File: src/rtl/axi4_pkg.sv
// Shared AXI4 types for the write responder and its burst address generator.
// Holds the burst, response and write-FSM encodings used across the slice.
package axi4_pkg;

    typedef enum logic [1:0] {
        FIXED = 2'b00,
        INCR  = 2'b01,
        WRAP  = 2'b10
    } burst_t;

    typedef enum logic [1:0] {
        OKAY   = 2'b00,
        EXOKAY = 2'b01,
        SLVERR = 2'b10,
        DECERR = 2'b11
    } resp_t;

    typedef enum logic [1:0] {
        IDLE,
        DATA,
        RESP
    } wr_state_t;

endpackage

File: src/rtl/axi4_wr_slave_if.sv
// AXI4 write-channel bundle (AW, W, B).
// Ports (by modport):
//   slave  : receives AW*/W*/BREADY, drives AWREADY/WREADY/BID/BRESP/BVALID
//   master : the mirror image, used by whatever drives the write path
interface axi4_wr_slave_if #(
    parameter int ADDR_WIDTH = 32,
    parameter int DATA_WIDTH = 32,
    parameter int ID_WIDTH   = 8
);
    localparam int STRB_WIDTH = DATA_WIDTH / 8;

    logic [ID_WIDTH-1:0]   AWID;
    logic [ADDR_WIDTH-1:0] AWADDR;
    logic [7:0]            AWLEN;
    logic [2:0]            AWSIZE;
    logic [1:0]            AWBURST;
    logic                  AWVALID;
    logic                  AWREADY;

    logic [DATA_WIDTH-1:0] WDATA;
    logic [STRB_WIDTH-1:0] WSTRB;
    logic                  WLAST;
    logic                  WVALID;
    logic                  WREADY;

    logic [ID_WIDTH-1:0]   BID;
    logic [1:0]            BRESP;
    logic                  BVALID;
    logic                  BREADY;

    modport slave (
        input  AWID, AWADDR, AWLEN, AWSIZE, AWBURST, AWVALID,
        output AWREADY,
        input  WDATA, WSTRB, WLAST, WVALID,
        output WREADY,
        output BID, BRESP, BVALID,
        input  BREADY
    );

    modport master (
        output AWID, AWADDR, AWLEN, AWSIZE, AWBURST, AWVALID,
        input  AWREADY,
        output WDATA, WSTRB, WLAST, WVALID,
        input  WREADY,
        input  BID, BRESP, BVALID,
        output BREADY
    );

endinterface

File: src/rtl/axi4_burst_addr_gen.sv
// Combinational AXI4 next-beat address from the current beat address.
// Ports:
//   addr     : byte address of the current beat
//   size     : AxSIZE, beat is 1<<size bytes
//   len      : AxLEN, burst is len+1 beats (sets the WRAP container)
//   burst    : AxBURST encoding (FIXED/INCR/WRAP)
//   nextAddr : byte address of the following beat
// Shared between the write responder and the read responder.
module axi4_burst_addr_gen
    import axi4_pkg::*;
#(
    parameter int ADDR_WIDTH = 32
) (
    input  logic [ADDR_WIDTH-1:0] addr,
    input  logic [2:0]            size,
    input  logic [7:0]            len,
    input  logic [1:0]            burst,
    output logic [ADDR_WIDTH-1:0] nextAddr
);

    logic [ADDR_WIDTH-1:0] bytes;
    logic [ADDR_WIDTH-1:0] container;
    logic [ADDR_WIDTH-1:0] incrAddr;
    logic [ADDR_WIDTH-1:0] lower;

    // INCR steps from the size-aligned address, so an unaligned first beat
    // snaps onto the beat grid from the second beat onward. WRAP keeps the
    // offset inside a power-of-two container; for illegal WRAP lengths the
    // result is meaningless but those bursts never write.
    always_comb begin
        bytes     = ADDR_WIDTH'(1) << size;
        container = (ADDR_WIDTH'(len) + ADDR_WIDTH'(1)) * bytes;
        incrAddr  = (addr & ~(bytes - ADDR_WIDTH'(1))) + bytes;
        lower     = addr & ~(container - ADDR_WIDTH'(1));
        nextAddr  = addr;
        case (burst)
            FIXED:   nextAddr = addr;
            INCR:    nextAddr = incrAddr;
            WRAP:    nextAddr = lower | (incrAddr & (container - ADDR_WIDTH'(1)));
            default: nextAddr = addr;
        endcase
    end

endmodule

File: src/rtl/axi4_wr_slave.sv
// AXI4 write-path responder: one burst at a time over AW/W/B.
// Ports:
//   clock, ARESET : rising-edge clock, async active-high reset
//   axi           : AW/W/B channels (slave modport)
//   mem_we        : one-cycle write pulse, one cycle after each accepted beat
//   mem_addr      : byte address of that beat
//   mem_wdata     : beat data
//   mem_wstrb     : beat byte enables, passed through unmodified
module axi4_wr_slave
    import axi4_pkg::*;
#(
    parameter int ADDR_WIDTH = 32,
    parameter int DATA_WIDTH = 32,
    parameter int ID_WIDTH   = 8
) (
    input  logic                         clock,
    input  logic                         ARESET,
    axi4_wr_slave_if.slave               axi,
    output logic                         mem_we,
    output logic [ADDR_WIDTH-1:0]        mem_addr,
    output logic [DATA_WIDTH-1:0]        mem_wdata,
    output logic [(DATA_WIDTH/8)-1:0]    mem_wstrb
);

    localparam int STRB_WIDTH = DATA_WIDTH / 8;
    localparam int MAX_SIZE   = $clog2(STRB_WIDTH);

    wr_state_t             state;
    wr_state_t             nextState;

    logic [ID_WIDTH-1:0]   idReg;
    logic [ADDR_WIDTH-1:0] addrReg;
    logic [7:0]            lenReg;
    logic [2:0]            sizeReg;
    logic [1:0]            burstReg;
    logic [7:0]            beatCnt;
    logic                  errReg;
    logic                  suppressReg;

    logic                  awHs;
    logic                  wHs;
    logic                  bHs;
    logic                  countDone;
    logic                  lastBeat;
    logic                  illegalBurst;
    logic [ADDR_WIDTH-1:0] nextAddr;

    assign awHs      = axi.AWVALID && axi.AWREADY;
    assign wHs       = axi.WVALID && axi.WREADY;
    assign bHs       = axi.BVALID && axi.BREADY;
    assign countDone = (beatCnt == lenReg);
    assign lastBeat  = countDone || axi.WLAST;

    // Bursts this responder cannot honour: beat wider than the bus, the
    // reserved burst type, or a WRAP whose beat count is not 2/4/8/16.
    always_comb begin
        illegalBurst = 1'b0;
        if (axi.AWSIZE > 3'(MAX_SIZE)) begin
            illegalBurst = 1'b1;
        end
        if (axi.AWBURST == 2'b11) begin
            illegalBurst = 1'b1;
        end
        if (axi.AWBURST == WRAP) begin
            case (axi.AWLEN)
                8'd1, 8'd3, 8'd7, 8'd15: ;
                default: illegalBurst = 1'b1;
            endcase
        end
    end

    axi4_burst_addr_gen #(
        .ADDR_WIDTH(ADDR_WIDTH)
    ) u_addr_gen (
        .addr    (addrReg),
        .size    (sizeReg),
        .len     (lenReg),
        .burst   (burstReg),
        .nextAddr(nextAddr)
    );

    // State register.
    always_ff @(posedge clock or posedge ARESET) begin
        if (ARESET) begin
            state <= IDLE;
        end else begin
            state <= nextState;
        end
    end

    // Next state: one burst in flight, the burst ends on whichever of the
    // counted last beat or WLAST arrives first.
    always_comb begin
        nextState = state;
        case (state)
            IDLE:    if (awHs) nextState = DATA;
            DATA:    if (wHs && lastBeat) nextState = RESP;
            RESP:    if (bHs) nextState = IDLE;
            default: nextState = IDLE;
        endcase
    end

    // Channel outputs are pure functions of the state and latched burst.
    always_comb begin
        axi.AWREADY = (state == IDLE);
        axi.WREADY  = (state == DATA);
        axi.BVALID  = (state == RESP);
        axi.BID     = idReg;
        axi.BRESP   = errReg ? SLVERR : OKAY;
    end

    // Burst context and the registered memory write port. An illegal burst
    // still walks through its beats but never raises mem_we.
    always_ff @(posedge clock or posedge ARESET) begin
        if (ARESET) begin
            idReg       <= '0;
            addrReg     <= '0;
            lenReg      <= '0;
            sizeReg     <= '0;
            burstReg    <= '0;
            beatCnt     <= '0;
            errReg      <= 1'b0;
            suppressReg <= 1'b0;
            mem_we      <= 1'b0;
            mem_addr    <= '0;
            mem_wdata   <= '0;
            mem_wstrb   <= '0;
        end else begin
            mem_we <= 1'b0;
            if (state == IDLE && awHs) begin
                idReg       <= axi.AWID;
                addrReg     <= axi.AWADDR;
                lenReg      <= axi.AWLEN;
                sizeReg     <= axi.AWSIZE;
                burstReg    <= axi.AWBURST;
                beatCnt     <= '0;
                errReg      <= illegalBurst;
                suppressReg <= illegalBurst;
            end
            if (state == DATA && wHs) begin
                mem_we    <= !suppressReg;
                mem_addr  <= addrReg;
                mem_wdata <= axi.WDATA;
                mem_wstrb <= axi.WSTRB;
                beatCnt   <= beatCnt + 8'd1;
                addrReg   <= nextAddr;
                if (axi.WLAST != countDone) begin
                    errReg <= 1'b1;
                end
            end
        end
    end

endmodule
File: src/flat_wrapper.sv
// flat-port wrapper written by rule: the top's interface ports become plain ports
module axi4_wr_slave_flat import axi4_pkg::*;
#(
    parameter int ADDR_WIDTH = 32,
    parameter int DATA_WIDTH = 32,
    parameter int ID_WIDTH   = 8
)
  (clock, ARESET, mem_we, mem_addr, mem_wdata, mem_wstrb, axi_AWID, axi_AWADDR, axi_AWLEN, axi_AWSIZE, axi_AWBURST, axi_AWVALID, axi_AWREADY, axi_WDATA, axi_WSTRB, axi_WLAST, axi_WVALID, axi_WREADY, axi_BID, axi_BRESP, axi_BVALID, axi_BREADY);
  axi4_wr_slave_if #(.ADDR_WIDTH(ADDR_WIDTH), .DATA_WIDTH(DATA_WIDTH), .ID_WIDTH(ID_WIDTH)) axi_i ();
  input  logic clock;
  input  logic ARESET;
  output logic mem_we;
  output logic [ADDR_WIDTH-1:0] mem_addr;
  output logic [DATA_WIDTH-1:0] mem_wdata;
  output logic [(DATA_WIDTH/8)-1:0] mem_wstrb;
  input wire logic [$bits(axi_i.AWID)-1:0] axi_AWID;
  input wire logic [$bits(axi_i.AWADDR)-1:0] axi_AWADDR;
  input wire logic [$bits(axi_i.AWLEN)-1:0] axi_AWLEN;
  input wire logic [$bits(axi_i.AWSIZE)-1:0] axi_AWSIZE;
  input wire logic [$bits(axi_i.AWBURST)-1:0] axi_AWBURST;
  input wire logic [$bits(axi_i.AWVALID)-1:0] axi_AWVALID;
  output wire logic [$bits(axi_i.AWREADY)-1:0] axi_AWREADY;
  input wire logic [$bits(axi_i.WDATA)-1:0] axi_WDATA;
  input wire logic [$bits(axi_i.WSTRB)-1:0] axi_WSTRB;
  input wire logic [$bits(axi_i.WLAST)-1:0] axi_WLAST;
  input wire logic [$bits(axi_i.WVALID)-1:0] axi_WVALID;
  output wire logic [$bits(axi_i.WREADY)-1:0] axi_WREADY;
  output wire logic [$bits(axi_i.BID)-1:0] axi_BID;
  output wire logic [$bits(axi_i.BRESP)-1:0] axi_BRESP;
  output wire logic [$bits(axi_i.BVALID)-1:0] axi_BVALID;
  input wire logic [$bits(axi_i.BREADY)-1:0] axi_BREADY;
  assign axi_i.AWID = axi_AWID;
  assign axi_i.AWADDR = axi_AWADDR;
  assign axi_i.AWLEN = axi_AWLEN;
  assign axi_i.AWSIZE = axi_AWSIZE;
  assign axi_i.AWBURST = axi_AWBURST;
  assign axi_i.AWVALID = axi_AWVALID;
  assign axi_AWREADY = axi_i.AWREADY;
  assign axi_i.WDATA = axi_WDATA;
  assign axi_i.WSTRB = axi_WSTRB;
  assign axi_i.WLAST = axi_WLAST;
  assign axi_i.WVALID = axi_WVALID;
  assign axi_WREADY = axi_i.WREADY;
  assign axi_BID = axi_i.BID;
  assign axi_BRESP = axi_i.BRESP;
  assign axi_BVALID = axi_i.BVALID;
  assign axi_i.BREADY = axi_BREADY;
  axi4_wr_slave #(.ADDR_WIDTH(ADDR_WIDTH), .DATA_WIDTH(DATA_WIDTH), .ID_WIDTH(ID_WIDTH)) u_core (.clock(clock), .ARESET(ARESET), .axi(axi_i), .mem_we(mem_we), .mem_addr(mem_addr), .mem_wdata(mem_wdata), .mem_wstrb(mem_wstrb));
endmodule
File: config.mk
export PLATFORM = sky130hd
export DESIGN_NAME = axi4_wr_slave_flat
export DESIGN_NICKNAME = d
export VERILOG_FILES = /design/src/rtl/axi4_pkg.sv /design/src/rtl/axi4_wr_slave_if.sv /design/src/rtl/axi4_burst_addr_gen.sv /design/src/rtl/axi4_wr_slave.sv /design/src/flat_wrapper.sv
export SDC_FILE = /design/constraint.sdc
export NUM_CORES = 1
export LEC_CHECK = 0
export CELL_PAD_IN_SITES_DETAIL_PLACEMENT = 1
export CELL_PAD_IN_SITES_GLOBAL_PLACEMENT = 1
export CORE_MARGIN = 4
export CORE_UTILIZATION = 36
export CTS_CLUSTER_SIZE = 12
export DETAILED_ROUTE_END_ITERATION = 12
export PLACE_DENSITY = 0.77
export SYNTH_ARGS = -nofsm -noshare
export SYNTH_HDL_FRONTEND = slang
export SYNTH_SLANG_ARGS = --single-unit
File: constraint.sdc
create_clock -name clock -period 5.5 [get_ports clock]
set_input_delay 1.1 -clock clock [delete_from_list [all_inputs] [get_ports clock]]
set_output_delay 1.1 -clock clock [all_outputs]
set_load 0.1 [all_outputs]
==> results.md <==
* # H-tree levels at 4
* Clock Latency Late Sink at 0.43 ns
* I/O pin cnt at 177
* Min Tclk post-route at 5.75 ns
* Gpl congestion at 0.916
* Number of fill cells at 3208
* Num rows at 60
* Count of pins over their slew limit at 0
* Final setup vio count at 23
* Final layout net count at 1679
* Avg Inst Size Synth at 8.23 sq um
* Req. time, crit path at 5.88 ns
* CTS root buf: clkbuf_16
* Total track usage at 0.229
* Max-Cap Viols at 0
* Syn Nets at 1426
* Status: finished with violations
* Iter 0 DRT Violations at 597
* Wire per inst at 19.4 microns
* CTS Buf Count at 17
* Die width at 175 microns
* Vias at 9690
* Clock sink total at 134
* DR vias/cell at 5.22
* Cell area after layout at 14200 sq um
* Worst hold-check path type: reg2reg
* Starting Density at 0.368
* # port buffers at 175
* Drt drc at 0
* Clock Path Buffers at 2
* RSZ-0062 raised after global routing: true
* Tightest Pin Transition at 1.05 ns
* Critical Path AT at 6.12 ns
* Detailed-router iteration count before antenna repair at 5
* Clk_skew at 0.0133 ns
* Grt ovf at 0
* Clock Pin Slew Worst Setup and Hold Paths at 0.07 ns
* TritonCTS clock tree: yes
* Fin crit share at 1.04
* F_max at 174 MHz
* Largest net degree at the start of global routing at 98
* Worst-path maximum fanout at 6
* Fin worst setup slack at -0.245 ns
* Post-DRT Antenna Nets at 0
* Total Wirelength at 36.0 mm
* First-pass GRT wire length at 56.8 mm
* Warnings from Yosys at 0
* Async set-reset flop share out of synthesis at 1.00
* Synth unique cells at 81
* Number of global-route vias before repair at 10700
* Post-synth top flop: dfrtp_1
* HPWL after DPL at 25.0 mm
* Seq cells post-synth at 134
* DP Area at 12900 sq um
* Die ar. at 30500 sq um
* Final Hold Fails at 0
* Crit. End Element: flop
* Most frequent cells in the layout: nand2_1, clkdlybuf4s50_1, dfrtp_1, buf_4, inv_1
* Worst setup SP type: flop
* Number of synthesized flops with an enable pin at 0
* Core ar. at 27200 sq um
* Mapped Area at 10000 sq um
* Sequential element share of the synthesized area at 0.335
* Initial antenna violation count at 1
* Max_slew headroom at 0.295
* Area Overhead vs Synth at 41.8%
* Cells after synthesis at 1216
* Die Y at 175 microns
* Commonest non-fill, non-tap cell in the layout: nand2_1
* Share of cells above drive strength 1 at 0.194
* Crit Path Category: reg2reg
* Failing checks: setup timing
## path summary, 6_finish.rpt
kind                                        end                from  cells after the start  slack, ns
min                               u_core.mem_we  u_core.suppressReg                      1       0.42
min in group asynchronous  u_core.mem_wdata[12]              ARESET                      2       1.28
min reg2reg                       u_core.mem_we  u_core.suppressReg                      1       0.42
max reg2reg                                flop   u_core.sizeReg[1]                     24      -0.25
max                                        flop   u_core.sizeReg[1]                     24      -0.25
max in group asynchronous   u_core.mem_addr[12]              ARESET                      3       3.18
## area by class of cell
cell class                 instances  area [sq um]  area share
antenna                            1          2.50    0.000176
clock buffer                      17           425      0.0300
clock inverter                    15           134     0.00944
inverter                          89           339      0.0239
multi-input combinational        932          6760       0.476
sequential                       134          3360       0.237
tap                              372           465      0.0328
timing repair buffer             295          2700       0.191
## cells in the mapped netlist (5+ instances only)
cell type,n,area [sq um]
nand2_1,346,1300
dfrtp_1,134,3350
inv_1,88,330
nor2_1,75,282
ha_1,69,863
a21oi_1,66,330
fa_1,46,921
clkbuf_1,44,165
o21ai_0,41,205
xor2_1,29,254
nand3_1,25,125
nand2b_1,18,113
xnor2_1,18,158
and3_1,14,87.6
nor3_1,14,70.1
a21o_1,12,90.1
nand4_1,10,62.6
and2_1,9,56.3
nor2b_1,8,50.1
o22ai_1,8,50.1
a211oi_1,7,52.6
a31oi_1,7,43.8
o21ai_1,7,35.0
buf_1,6,22.5
o211ai_1,6,45.0
buf_2,5,25.0
mux2i_1,5,50.1
nor4_1,5,31.3
o2bb2ai_1,5,43.8
## critical path, cell delays in order, from the launching register on
cell and delay [ns]:
dfrtp_2 0.46, buf_12 0.15, nor3_4 0.28, buf_6 0.15, nand2_4 0.05, fa_1 0.47, inv_1 0.05, fa_1 0.49
inv_2 0.05, fa_1 0.49, inv_2 0.04, fa_1 0.54, inv_2 0.05, fa_2 0.55, inv_2 0.05, ha_4 0.16
buf_6 0.12, o21a_1 0.21, o31ai_4 0.08, a21oi_4 0.12, a21oi_4 0.21, a31oi_4 0.11, nand2b_4 0.20, or4b_4 0.53
nand3_2 0.07
## stage by stage
stage | worst slack, ns | std cells | TNS (ns) | hold slack, ns | utilization
final | -0.245 | 1855 | -2.73 | 0.421 | 0.522
after global routing | -0.437 | 1855 | -7.82 | 0.454 | 0.522
after CTS | -0.0890 | 1846 | -0.527 | 0.423 | 0.510
after detailed placement | -0.310 | 1796 | -3.37 | 0.417 | 0.475
after global placement | -0.139 | 1796 | -0.915 | 0.414 | 0.475
after floorplan | 0.00413 | 1216 | 0 | 0.404 | -
## kinds of logic after synthesis
family                     count (synthesis)  synth area share
AOI/OAI and AO/OA                        205             0.133
adders and majority gates                115             0.178
and+or+nand+nor                          558             0.246
muxes                                      6           0.00613
other                                      1          0.000375
xor gates and xnor gates                  47            0.0411
buffers and inverters                    150            0.0603
DFF                                      134             0.335
## timing repair
action / in CTS / in global routing
hold buffers: 0 / 0
setup endpoints to repair: 21 / 26
resized for setup: 54 / 63
buffers inserted: 18 / 10
pin swaps: 56 / 41
## layer usage
| layer | global-route usage | vias up | share of wire |
|---|---|---|---|
| met1 | 0.288 | 4850 | 0.42 |
| met5 | 0 | - | 0 |
| met4 | 0.0756 | 0 | 0.027 |
| met3 | 0.0361 | 68 | 0.041 |
| li1 | - | 4531 | - |
| met2 | 0.402 | 241 | 0.51 |
Power is not shown: default switching activity piles up to over one toggle a cycle in this logic, so the estimate is an artifact.
